**src/rtl/router_term_src_fifo.sv**
```systemverilog
// Per-terminal source FIFO feeding one router input; first-word-fall-through head on data_out/pndng, sticky fault flags.
// Latency: a push into an empty FIFO is visible on the next cycle; after popin the next head appears on the following cycle.
// Backpressure: none toward the driver -- a push while full without a same-cycle pop is dropped and raises ovf. ROUTER_SRC_STATS_EN adds pkts_in/pkts_out.
module router_term_src_fifo #(
    parameter int PCK_SZ      = 40,
    parameter int DEPTH       = 16,
    parameter int TERM_ID     = 0,
    parameter int DST_MSB     = 5,
    parameter int DST_LSB     = 0,
    parameter int STALL_LIMIT = 128
) (
    input  logic                       clk,
    input  logic                       reset,
    input  logic                       push,
    input  logic [PCK_SZ-1:0]          push_data,
    output logic                       full,
    output logic [$clog2(DEPTH+1)-1:0] count,
    output logic [PCK_SZ-1:0]          data_out,
    output logic                       pndng,
    input  logic                       popin,
    output logic                       ovf,
    output logic                       udf,
    output logic                       self_dst,
`ifdef ROUTER_SRC_STATS_EN
    output logic                       stall,
    output logic [31:0]                pkts_in,
    output logic [31:0]                pkts_out
`else
    output logic                       stall
`endif
);

    localparam int AW    = $clog2(DEPTH);
    localparam int CW    = $clog2(DEPTH + 1);
    localparam int SW    = ($clog2(STALL_LIMIT + 1) > 8) ? $clog2(STALL_LIMIT + 1) : 8;
    localparam int DST_W = DST_MSB - DST_LSB + 1;

    localparam logic [CW-1:0]    COUNT_FULL = CW'(DEPTH);
    localparam logic [SW-1:0]    STALL_MAX  = SW'(STALL_LIMIT);
    localparam logic [DST_W-1:0] SELF_DST   = DST_W'(TERM_ID);

    logic [PCK_SZ-1:0] mem [DEPTH];
    logic [AW-1:0]     wr_ptr;
    logic [AW-1:0]     rd_ptr;
    logic [CW-1:0]     count_nxt;
    logic [SW-1:0]     stall_cnt;
    logic [SW-1:0]     stall_cnt_nxt;
    logic              empty;
    logic              push_ok;
    logic              pop_ok;
    logic              is_self;

    assign empty   = (count == '0);
    // Full FIFO still takes a push when the router pops in the same cycle.
    assign pop_ok  = popin && !empty;
    assign push_ok = push && (!full || popin);
    assign is_self = (push_data[DST_MSB:DST_LSB] == SELF_DST);

    always_comb begin
        count_nxt = count;
        case ({push_ok, pop_ok})
            2'b10:   count_nxt = count + CW'(1);
            2'b01:   count_nxt = count - CW'(1);
            default: count_nxt = count;
        endcase
    end

    always_comb begin
        stall_cnt_nxt = stall_cnt;
        if (!pndng || popin) begin
            stall_cnt_nxt = '0;
        end else if (stall_cnt != STALL_MAX) begin
            stall_cnt_nxt = stall_cnt + SW'(1);
        end
    end

    always_ff @(posedge clk) begin
        if (push_ok) begin
            mem[wr_ptr] <= push_data;
        end
    end

    always_ff @(posedge clk or negedge reset) begin
        if (!reset) begin
            wr_ptr    <= '0;
            rd_ptr    <= '0;
            count     <= '0;
            full      <= 1'b0;
            pndng     <= 1'b0;
            stall_cnt <= '0;
            ovf       <= 1'b0;
            udf       <= 1'b0;
            self_dst  <= 1'b0;
            stall     <= 1'b0;
        end else begin
            if (push_ok) begin
                wr_ptr <= wr_ptr + AW'(1);
            end
            if (pop_ok) begin
                rd_ptr <= rd_ptr + AW'(1);
            end
            count     <= count_nxt;
            full      <= (count_nxt == COUNT_FULL);
            pndng     <= (count_nxt != '0);
            stall_cnt <= stall_cnt_nxt;
            if (push && full && !popin) begin
                ovf <= 1'b1;
            end
            if (popin && empty) begin
                udf <= 1'b1;
            end
            if (push_ok && is_self) begin
                self_dst <= 1'b1;
            end
            if (stall_cnt_nxt == STALL_MAX) begin
                stall <= 1'b1;
            end
        end
    end

    // Gating with pndng keeps data_out at zero while empty and through reset.
    assign data_out = pndng ? mem[rd_ptr] : '0;

`ifdef ROUTER_SRC_STATS_EN
    logic [31:0] stats_diff;

    always_ff @(posedge clk or negedge reset) begin
        if (!reset) begin
            pkts_in  <= '0;
            pkts_out <= '0;
        end else begin
            if (push_ok) begin
                pkts_in <= pkts_in + 32'd1;
            end
            if (pop_ok) begin
                pkts_out <= pkts_out + 32'd1;
            end
        end
    end

    assign stats_diff = pkts_in - pkts_out;

    always_ff @(posedge clk) begin
        if (reset) begin
            assert (32'(count) == (stats_diff % 32'(DEPTH + 1)));
        end
    end
`endif

endmodule

```
**config.mk**
```make
export PLATFORM = sky130hd
export DESIGN_NAME = router_term_src_fifo
export DESIGN_NICKNAME = d
export VERILOG_FILES = /design/src/rtl/router_term_src_fifo.sv
export SDC_FILE = /design/constraint.sdc
export NUM_CORES = 1
export LEC_CHECK = 0
export BUFFER_PORTS_ARGS = -buffer_cell sky130_fd_sc_hd__buf_2
export CORE_MARGIN = 2
export CORE_UTILIZATION = 35
export CTS_BUF_LIST = sky130_fd_sc_hd__clkbuf_16
export DETAILED_ROUTE_END_ITERATION = 10
export GPL_TIMING_DRIVEN = 1
export SKIP_CTS_REPAIR_TIMING = 1
export SLEW_MARGIN = 30
export SYNTH_ARGS = -nofsm -noshare
export SYNTH_HDL_FRONTEND = slang
export SYNTH_SLANG_ARGS = --single-unit
```
**constraint.sdc**
```tcl
create_clock -name clk -period 16.5 [get_ports clk]
set_input_delay 2.475 -clock clk [delete_from_list [all_inputs] [get_ports clk]]
set_output_delay 2.475 -clock clk [all_outputs]
set_load 0.02 [all_outputs]
```
== After elaboration in Yosys (flattened, before gate mapping) ==
Memories as Yosys holds them, arrays and structs flattened.
Cells that the tools add are included.
Widths: inputs -> output; s select.

* Eq/ne operators: 5
* Reductions and logical operators: 15
* Add/subtract/negate cells: 5
* Muxes and demuxes: 6

{| class="wikitable"
|+ Operators by type and width
! kind !! count
|-
| $mux 40 || 1
|-
| $mux 8 || 2
|-
| $pmux 5 s2 || 1
|-
| $add 4x1->4 const B || 2
|-
| $add 8x1->8 const B || 1
|-
| $eq 8x8->1 const B || 1
|-
| $ne 8x8->1 const B || 1
|-
| $logic_and 1x1->1 || 6
|-
| $logic_not 6->1 || 1
|-
| $add 5x1->5 const B || 1
|-
| $eq 5x5->1 const B || 1
|-
| $logic_not 5->1 || 1
|-
| $reduce_bool 5->1 || 1
|-
| $sub 5x1->5 const B || 1
|-
| $logic_not 1->1 || 4
|-
| $eq 2x1->1 const B || 1
|-
| $eq 2x2->1 const B || 1
|-
| $logic_or 1x1->1 || 2
|-
| $mux 1 || 2
|}

* RAM bits: 640
* Word-level logic and storage cells: 42
* Flip-flop bits (word level): 27
* Output and inout port bits: 51
* Input bits: 44
* Memories: 1

{| class="wikitable"
|+ Memory list
! memory !! words !! width !! rd ports !! clocked after memory_dff !! write ports !! RTL line !! source
|-
| mem || 16 || 40 || 1 || 0 || 1 || 42 || <nowiki>logic [PCK_SZ-1:0] mem [DEPTH];</nowiki>
|}

== Logic depth before layout (Yosys ltp) ==
Gate-level depths: netlist of run 1.

* Word-level depth: 6
* Depth in mapped cells: 11

== Worst setup path after synthesis of run 1 ==
Ideal clock, no wire load.

* Kind: input to register
* Start: input popin
* End: memory mem[0][0], enable pin
* Stages: 6
* Path slack: 9.094 ns
* Arrival: 6.869 ns
* Buffers on the path: 1
* Required time: 15.963 ns
* Path through: inv_1 > nand2_1 > and2_1 > clkbuf_1 > inv_2 > nor4_1

* Cells in the longest elaborated chain, start to end: 4

{| class="wikitable"
|+ RTL lines
! item !! RTL line !! source
|-
| start, declared || 20 || <nowiki>input logic popin,</nowiki>
|-
| $logic_or 1x1->1 || 56 || <nowiki>assign push_ok = push && (!full || popin);</nowiki>
|-
| $logic_and 1x1->1 || 56 ||
|-
| $mux 1 || 78 || <nowiki>if (push_ok) begin</nowiki>
|-
| $mux 1 (not written as such) || 79 || <nowiki>mem[wr_ptr] <= push_data;</nowiki>
|-
| end, declared || 42 ||
|}

No other way between the ends.

== Final worst setup path of run 1 ==
* Start: register rd_ptr[0]
* End: output data_out[34]

* Cells in the longest elaborated chain, start to end: 2

{| class="wikitable"
|+ RTL lines
! item !! RTL line !! source
|-
| start, declared || 44 || <nowiki>logic [AW-1:0] rd_ptr;</nowiki>
|-
| start signal, assigned || 100 || <nowiki>rd_ptr <= rd_ptr + AW'(1);</nowiki>
|-
| $mem_v2 16x40 || - ||
|-
| $mux 40 || 122 || <nowiki>assign data_out = pndng ? mem[rd_ptr] : '0;</nowiki>
|-
| end, declared || 18 || <nowiki>output logic [PCK_SZ-1:0] data_out,</nowiki>
|}

No other way between the ends.

==> results of run 1 <==
==> state kept, by name, indices dropped and copies added (netlist names) <==
signal / count
stall_cnt: 8
self_dst: 1
mem: 640
ovf: 1
udf: 1
count: 5
pndng: 1
stall: 1
wr_ptr: 4
rd_ptr: 4
full: 1
==> cells in the mapped netlist, drive strengths merged (2+ instances only) <==
cell | count | area share (%)
nand3 | 6 | 0.12
dfrtp | 27 | 2.6
edfxtp | 640 | 74
o21ai | 5 | 0.097
nand2b | 2 | 0.048
buf | 29 | 0.76
nor2b | 2 | 0.048
xor2 | 6 | 0.20
mux2 | 2 | 0.087
xnor2 | 11 | 0.37
o32a | 2 | 0.077
inv | 12 | 0.17
clkbuf | 28 | 0.41
nor3 | 3 | 0.077
nor3b | 4 | 0.12
mux4 | 200 | 17
ha | 9 | 0.44
and2 | 50 | 1.2
nor2 | 16 | 0.23
nand4 | 3 | 0.073
and3 | 4 | 0.097
o21a | 2 | 0.058
a21oi | 7 | 0.15
nand2 | 7 | 0.10
nor4 | 6 | 0.15
a31o | 4 | 0.14
or3 | 3 | 0.073
==> cell families (layout without fill, tap and decap cells) <==
| group | count (synthesis) | in the layout | synth area share [%] |
|---|---|---|---|
| compound gates | 26 | 26 | 0.707 |
| simple gates | 109 | 109 | 2.44 |
| flops | 667 | 667 | 76.9 |
| mux | 203 | 203 | 17.5 |
| fa+ha+maj | 9 | 9 | 0.436 |
| buf+inv | 69 | 256 | 1.35 |
| xor+xnor | 17 | 17 | 0.576 |
| other cells | 0 | 3 | 0 |
==> layout make-up <==
cell class | count | area (um^2)
Multi-Input combinational cell | 364 | 5680
Sequential cell | 667 | 19900
Clock inverter | 51 | 404
Antenna cell | 3 | 7.51
Clock buffer | 73 | 1830
Timing Repair Buffer | 120 | 681
Inverter | 12 | 45.0
Fill cell | 6380 | 43300
Tap cell | 959 | 1200
==> worst reg2reg max path: cells and delay by family (launching register included) <==
kind / cells / cell delay, ps
buf+inv: 2 / 890
flops: 1 / 390
simple gates: 4 / 1350
==> through the flow <==
step	cell area (um^2)	hold slack, ps
CTS	29700	468
finish	29700	468
global route	29700	485
detailed placement	27500	454
floorplan	25900	543
global placement	27500	451
==> power breakdown <==
part           leakage [nW]  internal (mW)  switching [mW]
Sequential             6.11           2.04           0.115
Combinational          2.25          0.738           0.852
Clock                  1.13          0.870           0.645
Total                  9.49           3.65            1.61
==> routing by layer <==
metal	part of all wire (%)	vias up	GRT usage (%)
li1	-	4934	-
met1	43	6381	20.9
met2	50	286	25.7
met3	5.1	88	2.75
met4	2.0	4	4.60
met5	0.040	-	0
==> worst max-delay path by stage <==
stage	end	slack, ps	depth (start not counted)
final	data_out[34]	9770	6
after floorplan	mem[0][0]	9090	6
after global placement	data_out[34]	9760	6
after detailed placement	data_out[34]	10270	6
after CTS	data_out[34]	9600	6
after global routing	data_out[38]	9410	6
==> impl_metrics.json, run 1 <==
{
  "area_delta_synth_final_pct": 15.1,
  "dieArea_um2": 76100,
  "final_util_pct": 40.7,
  "setup_ws_ps": 9770,
  "routedWlPerCell_um": 25.7,
  "grt_pass1_wl_um": 84400,
  "initial_utilization_pct": 35.4,
  "holdCritPathClass": "register to register",
  "finalPower_mw": 5.26,
  "drcViolationCount": 6,
  "fin_tns_setup_ps": 0,
  "cts_buffers": 72,
  "drt-vias-per-instance": 5.20,
  "gr-total-overflow": 0,
  "finalSetupViolations": 0,
  "place_ws_ps": 10270,
  "path_max_fanout": 48,
  "cts-root-buf": "clkbuf_16",
  "cp_num_buf_inv": 3,
  "fin_crit_sh_pct": 40.8,
  "routed_wl_um": 57800,
  "synth_ff_type": "edfxtp_1",
  "drtAntennaViolNets": 0,
  "cts_buffer_depth": 3,
  "max_cap_violations": 0,
  "synth_area_um2": 25900,
  "antenna_found_initial": 8,
  "final_cell_mix": "edfxtp_1, mux4_2, buf_2",
  "crit_chain": "buf_6 > buf_6 > mux4_2 > mux4_2 > and2_1 > buf_2",
  "max_freq_mhz": 149,
  "drt-initial-drc-count": 1047,
  "tightest_slew_ps": 903,
  "max_stage_delay_ps": 820,
  "synth-edff-count": 640,
  "grt_usage_pct": 15.5,
  "globalplace.congestion": 0.707,
  "cts_tree": "built",
  "critPathLaunchType": "register",
  "min_path_cells": 1,
  "crit_required_ps": 14030,
  "fp.dieW_um": 276,
  "core-area_um2": 73100,
  "violations": "DRC",
  "synth_seq_cells": 667,
  "netlist_instances": 1100,
  "grt_pass1_vias": 12321,
  "fin_skew_ps": 23.2,
  "clk_pin_slew_ps": 60,
  "slowest_stage": "dfrtp_4",
  "h-tree-depth": 3,
  "fp.dieH_um": 276,
  "synth_area_per_cell_um2": 23.5,
  "p_leak_nw": 9.49,
  "num_vias": 11693,
  "critical_path.top_delay_family": "buffers and inverters",
  "holdPathEnd": "udf",
  "pin_count": 95,
  "rsz0062_at_grt": "false",
  "rows": 99,
  "final-hold-violation-count": 0,
  "rrSetupSlack_ps": 13490,
  "yosys.cell_types.count": 44,
  "worstHoldStart": "udf",
  "status": "complete, but fails checks",
  "layout.nets": 1290,
  "worst_skew_pair.late_latency_ps": 620,
  "io_buffer_count": 94,
  "drt-pass1-iter-count": 7,
  "slew_violations": 0,
  "crit_type": "register to output port",
  "worstPathArrival_ps": 4250,
  "mostFrequentLayoutCell": "edfxtp_1",
  "peakVddDrop_uv": 92.0,
  "reg2reg_depth": 6,
  "dp.cells": 2122,
  "setup.worst_path.start": "rd_ptr[0]",
  "endpoint_kind": "output port",
  "r2r_end": "mem[4][35]",
  "ys_seq_area_share_pct": 76.9,
  "async_flop_share_pct": 4.05,
  "clock_sinks": 667,
  "hpwlAfterDp_um": 29200,
  "fin_crit_ps": 6730,
  "r2r_start": "full",
  "finalNonFillerCells": 2249,
  "ys.warnings.count": 0,
  "drive_gt1_share_pct": 34.3,
  "powerDensity_nw_per_um2": 177,
  "max_slew_margin_pct": 39.8,
  "synth_nets": 1153,
  "grt_max_degree": 73
}
No activity file was read; power rests on OpenSTA's default activity.
==> run 2, diff against run 1 <==
==> constraint.sdc (replaced) <==
create_clock -name clk -period 5.5 [get_ports clk]
set_input_delay 0.825 -clock clk [delete_from_list [all_inputs] [get_ports clk]]
set_output_delay 0.825 -clock clk [all_outputs]
set_load 0.02 [all_outputs]
==> impl_metrics.json, run 2 (synthesis results as in run 1) <==
{
  "num_vias": 11715,
  "io_buffer_count": 94,
  "drive_gt1_share_pct": 34.9,
  "cts_buffer_depth": 3,
  "drt-initial-drc-count": 1058,
  "finalSetupViolations": 0,
  "mostFrequentLayoutCell": "edfxtp_1",
  "rows": 99,
  "rrSetupSlack_ps": 2510,
  "setup_ws_ps": 1190,
  "r2r_end": "mem[6][8]",
  "initial_utilization_pct": 35.4,
  "violations": "DRC",
  "grt_max_degree": 72,
  "grt_pass1_vias": 12463,
  "p_leak_nw": 9.64,
  "path_max_fanout": 33,
  "max_cap_violations": 0,
  "slew_violations": 0,
  "core-area_um2": 73100,
  "switching_share_pct": 30.5,
  "holdCritPathClass": "primary input to async pin",
  "fp.dieH_um": 276,
  "max_slew_margin_pct": 40.9,
  "max_stage_delay_ps": 890,
  "hpwlAfterDp_um": 31300,
  "r2r_start": "full",
  "reg2reg_depth": 6,
  "clkPwrFrac_pct": 29.5,
  "pwr-share-seq_pct": 40.8,
  "crit_chain": "buf_4 > mux4_2 > mux4_2 > and2_1 > buf_2",
  "gr-total-overflow": 0,
  "globalplace.congestion": 0.720,
  "rsz0062_at_grt": "false",
  "combPwrFrac_pct": 29.7,
  "worstPathArrival_ps": 3490,
  "max_freq_mhz": 232,
  "grt_pass1_wl_um": 84100,
  "drtAntennaViolNets": 0,
  "critPathLaunchType": "register",
  "tightest_slew_ps": 885,
  "drcViolationCount": 3,
  "fin_hold_ws_ps": 268,
  "slowest_stage": "dfrtp_4",
  "final-hold-violation-count": 0,
  "drt-vias-per-instance": 5.17,
  "largest_reg_flops": 640,
  "place_ws_ps": 1620,
  "cts_buffers": 71,
  "crit_required_ps": 4680,
  "crit_path_frequent_cell": "mux4_2",
  "status": "complete, but fails checks",
  "crit_type": "register to output port",
  "clk_pin_slew_ps": 60,
  "top_register": "mem",
  "area_delta_synth_final_pct": 16.0,
  "critical_path.top_delay_family": "multiplexers",
  "endpoint_kind": "output port",
  "fin_skew_ps": 22.1,
  "dieArea_um2": 76100,
  "antenna_found_initial": 7,
  "cts_tree": "built",
  "pin_count": 95,
  "peakVddDrop_uv": 224,
  "clock_sinks": 667,
  "powerDensity_nw_per_um2": 537,
  "fin_crit_ps": 4310,
  "layout.nets": 1297,
  "reg_top3": "mem (640), stall_cnt (8), count (5)",
  "p_int_mw": 11.2,
  "worst_skew_pair.late_latency_ps": 610,
  "fin_crit_sh_pct": 78.4,
  "fp.dieW_um": 276,
  "cts-root-buf": "clkbuf_16",
  "p_sw_mw": 4.91,
  "grt_usage_pct": 15.3,
  "routed_wl_um": 56900,
  "h-tree-depth": 3,
  "drt-pass1-iter-count": 8,
  "routedWlPerCell_um": 25.1,
  "final_cell_mix": "edfxtp_1, mux4_2, buf_2",
  "cp_num_buf_inv": 2
}
run 2: cell types whose count changed in the layout (fill, tap and decap cells not counted), sizes merged, moves of 4 or more:
| cell | previous run | this run |
|---|---|---|
| buf | 120 | 128 |
| clkinv | 28 | 24 |
| bufinv | 4 | 8 |
| inv | 28 | 38 |
run 2: metal layers:
layer  track usage (%)  part of all wire [%]
met5                 0                 0.028
met1              20.4                    42
met4              4.67                   2.2
met3              2.45                   4.5
met2              25.8                    51
run 2: cell type report:
class / instances / area (um^2)
Antenna cell: 2 / 5.00
Clock buffer: 72 / 1800
Clock inverter: 60 / 526
Fill cell: 6372 / 43100
Inverter: 12 / 45.0
Multi-Input combinational cell: 364 / 5690
Sequential cell: 667 / 19900
Tap cell: 959 / 1200
Timing Repair Buffer: 128 / 808
run 2: how the worst max path moves through the flow:
stage / start / end / depth (start not counted)
2_1_floorplan: popin / mem[0][0] / 6
3_3_place_gp: popin / mem[6][3] / 8
3_5_place_dp: popin / mem[11][23] / 8
4_1_cts: rd_ptr[0] / data_out[25] / 5
5_1_grt: rd_ptr[0] / data_out[29] / 5
6_report: rd_ptr[0] / data_out[29] / 5
run 2: through the flow:
stage	cell area, um^2	total power [mW]	std cells	utilization (%)	TNS, ps
finish	30000	16.1	2264	41.0	0
global route	30000	16.8	2264	41.0	0
CTS	29900	16.4	2260	41.0	0
detailed placement	27600	11.6	2128	37.8	0
global placement	27600	11.5	2127	37.7	0
floorplan	25900	9.96	1100	-	-40910
run 2: worst reg2reg max path: stages, from the launching register on:
cell,delay [ps]
dfrtp_1,410
nand2_1,70
and2_1,440
inv_2,210
nor3b_1,460
and2_4,680
buf_4,400
run 2: power groups by stage:
stage          registers [mW]  clock network (mW)  logic (mW)
2_1_floorplan            6.39                   0        3.57
3_3_place_gp             6.72                   0        4.80
3_5_place_dp             6.69                   0        4.90
4_1_cts                  6.59                4.86        4.92
5_1_grt                  6.64                5.05        5.12
6_report                 6.57                4.75        4.78
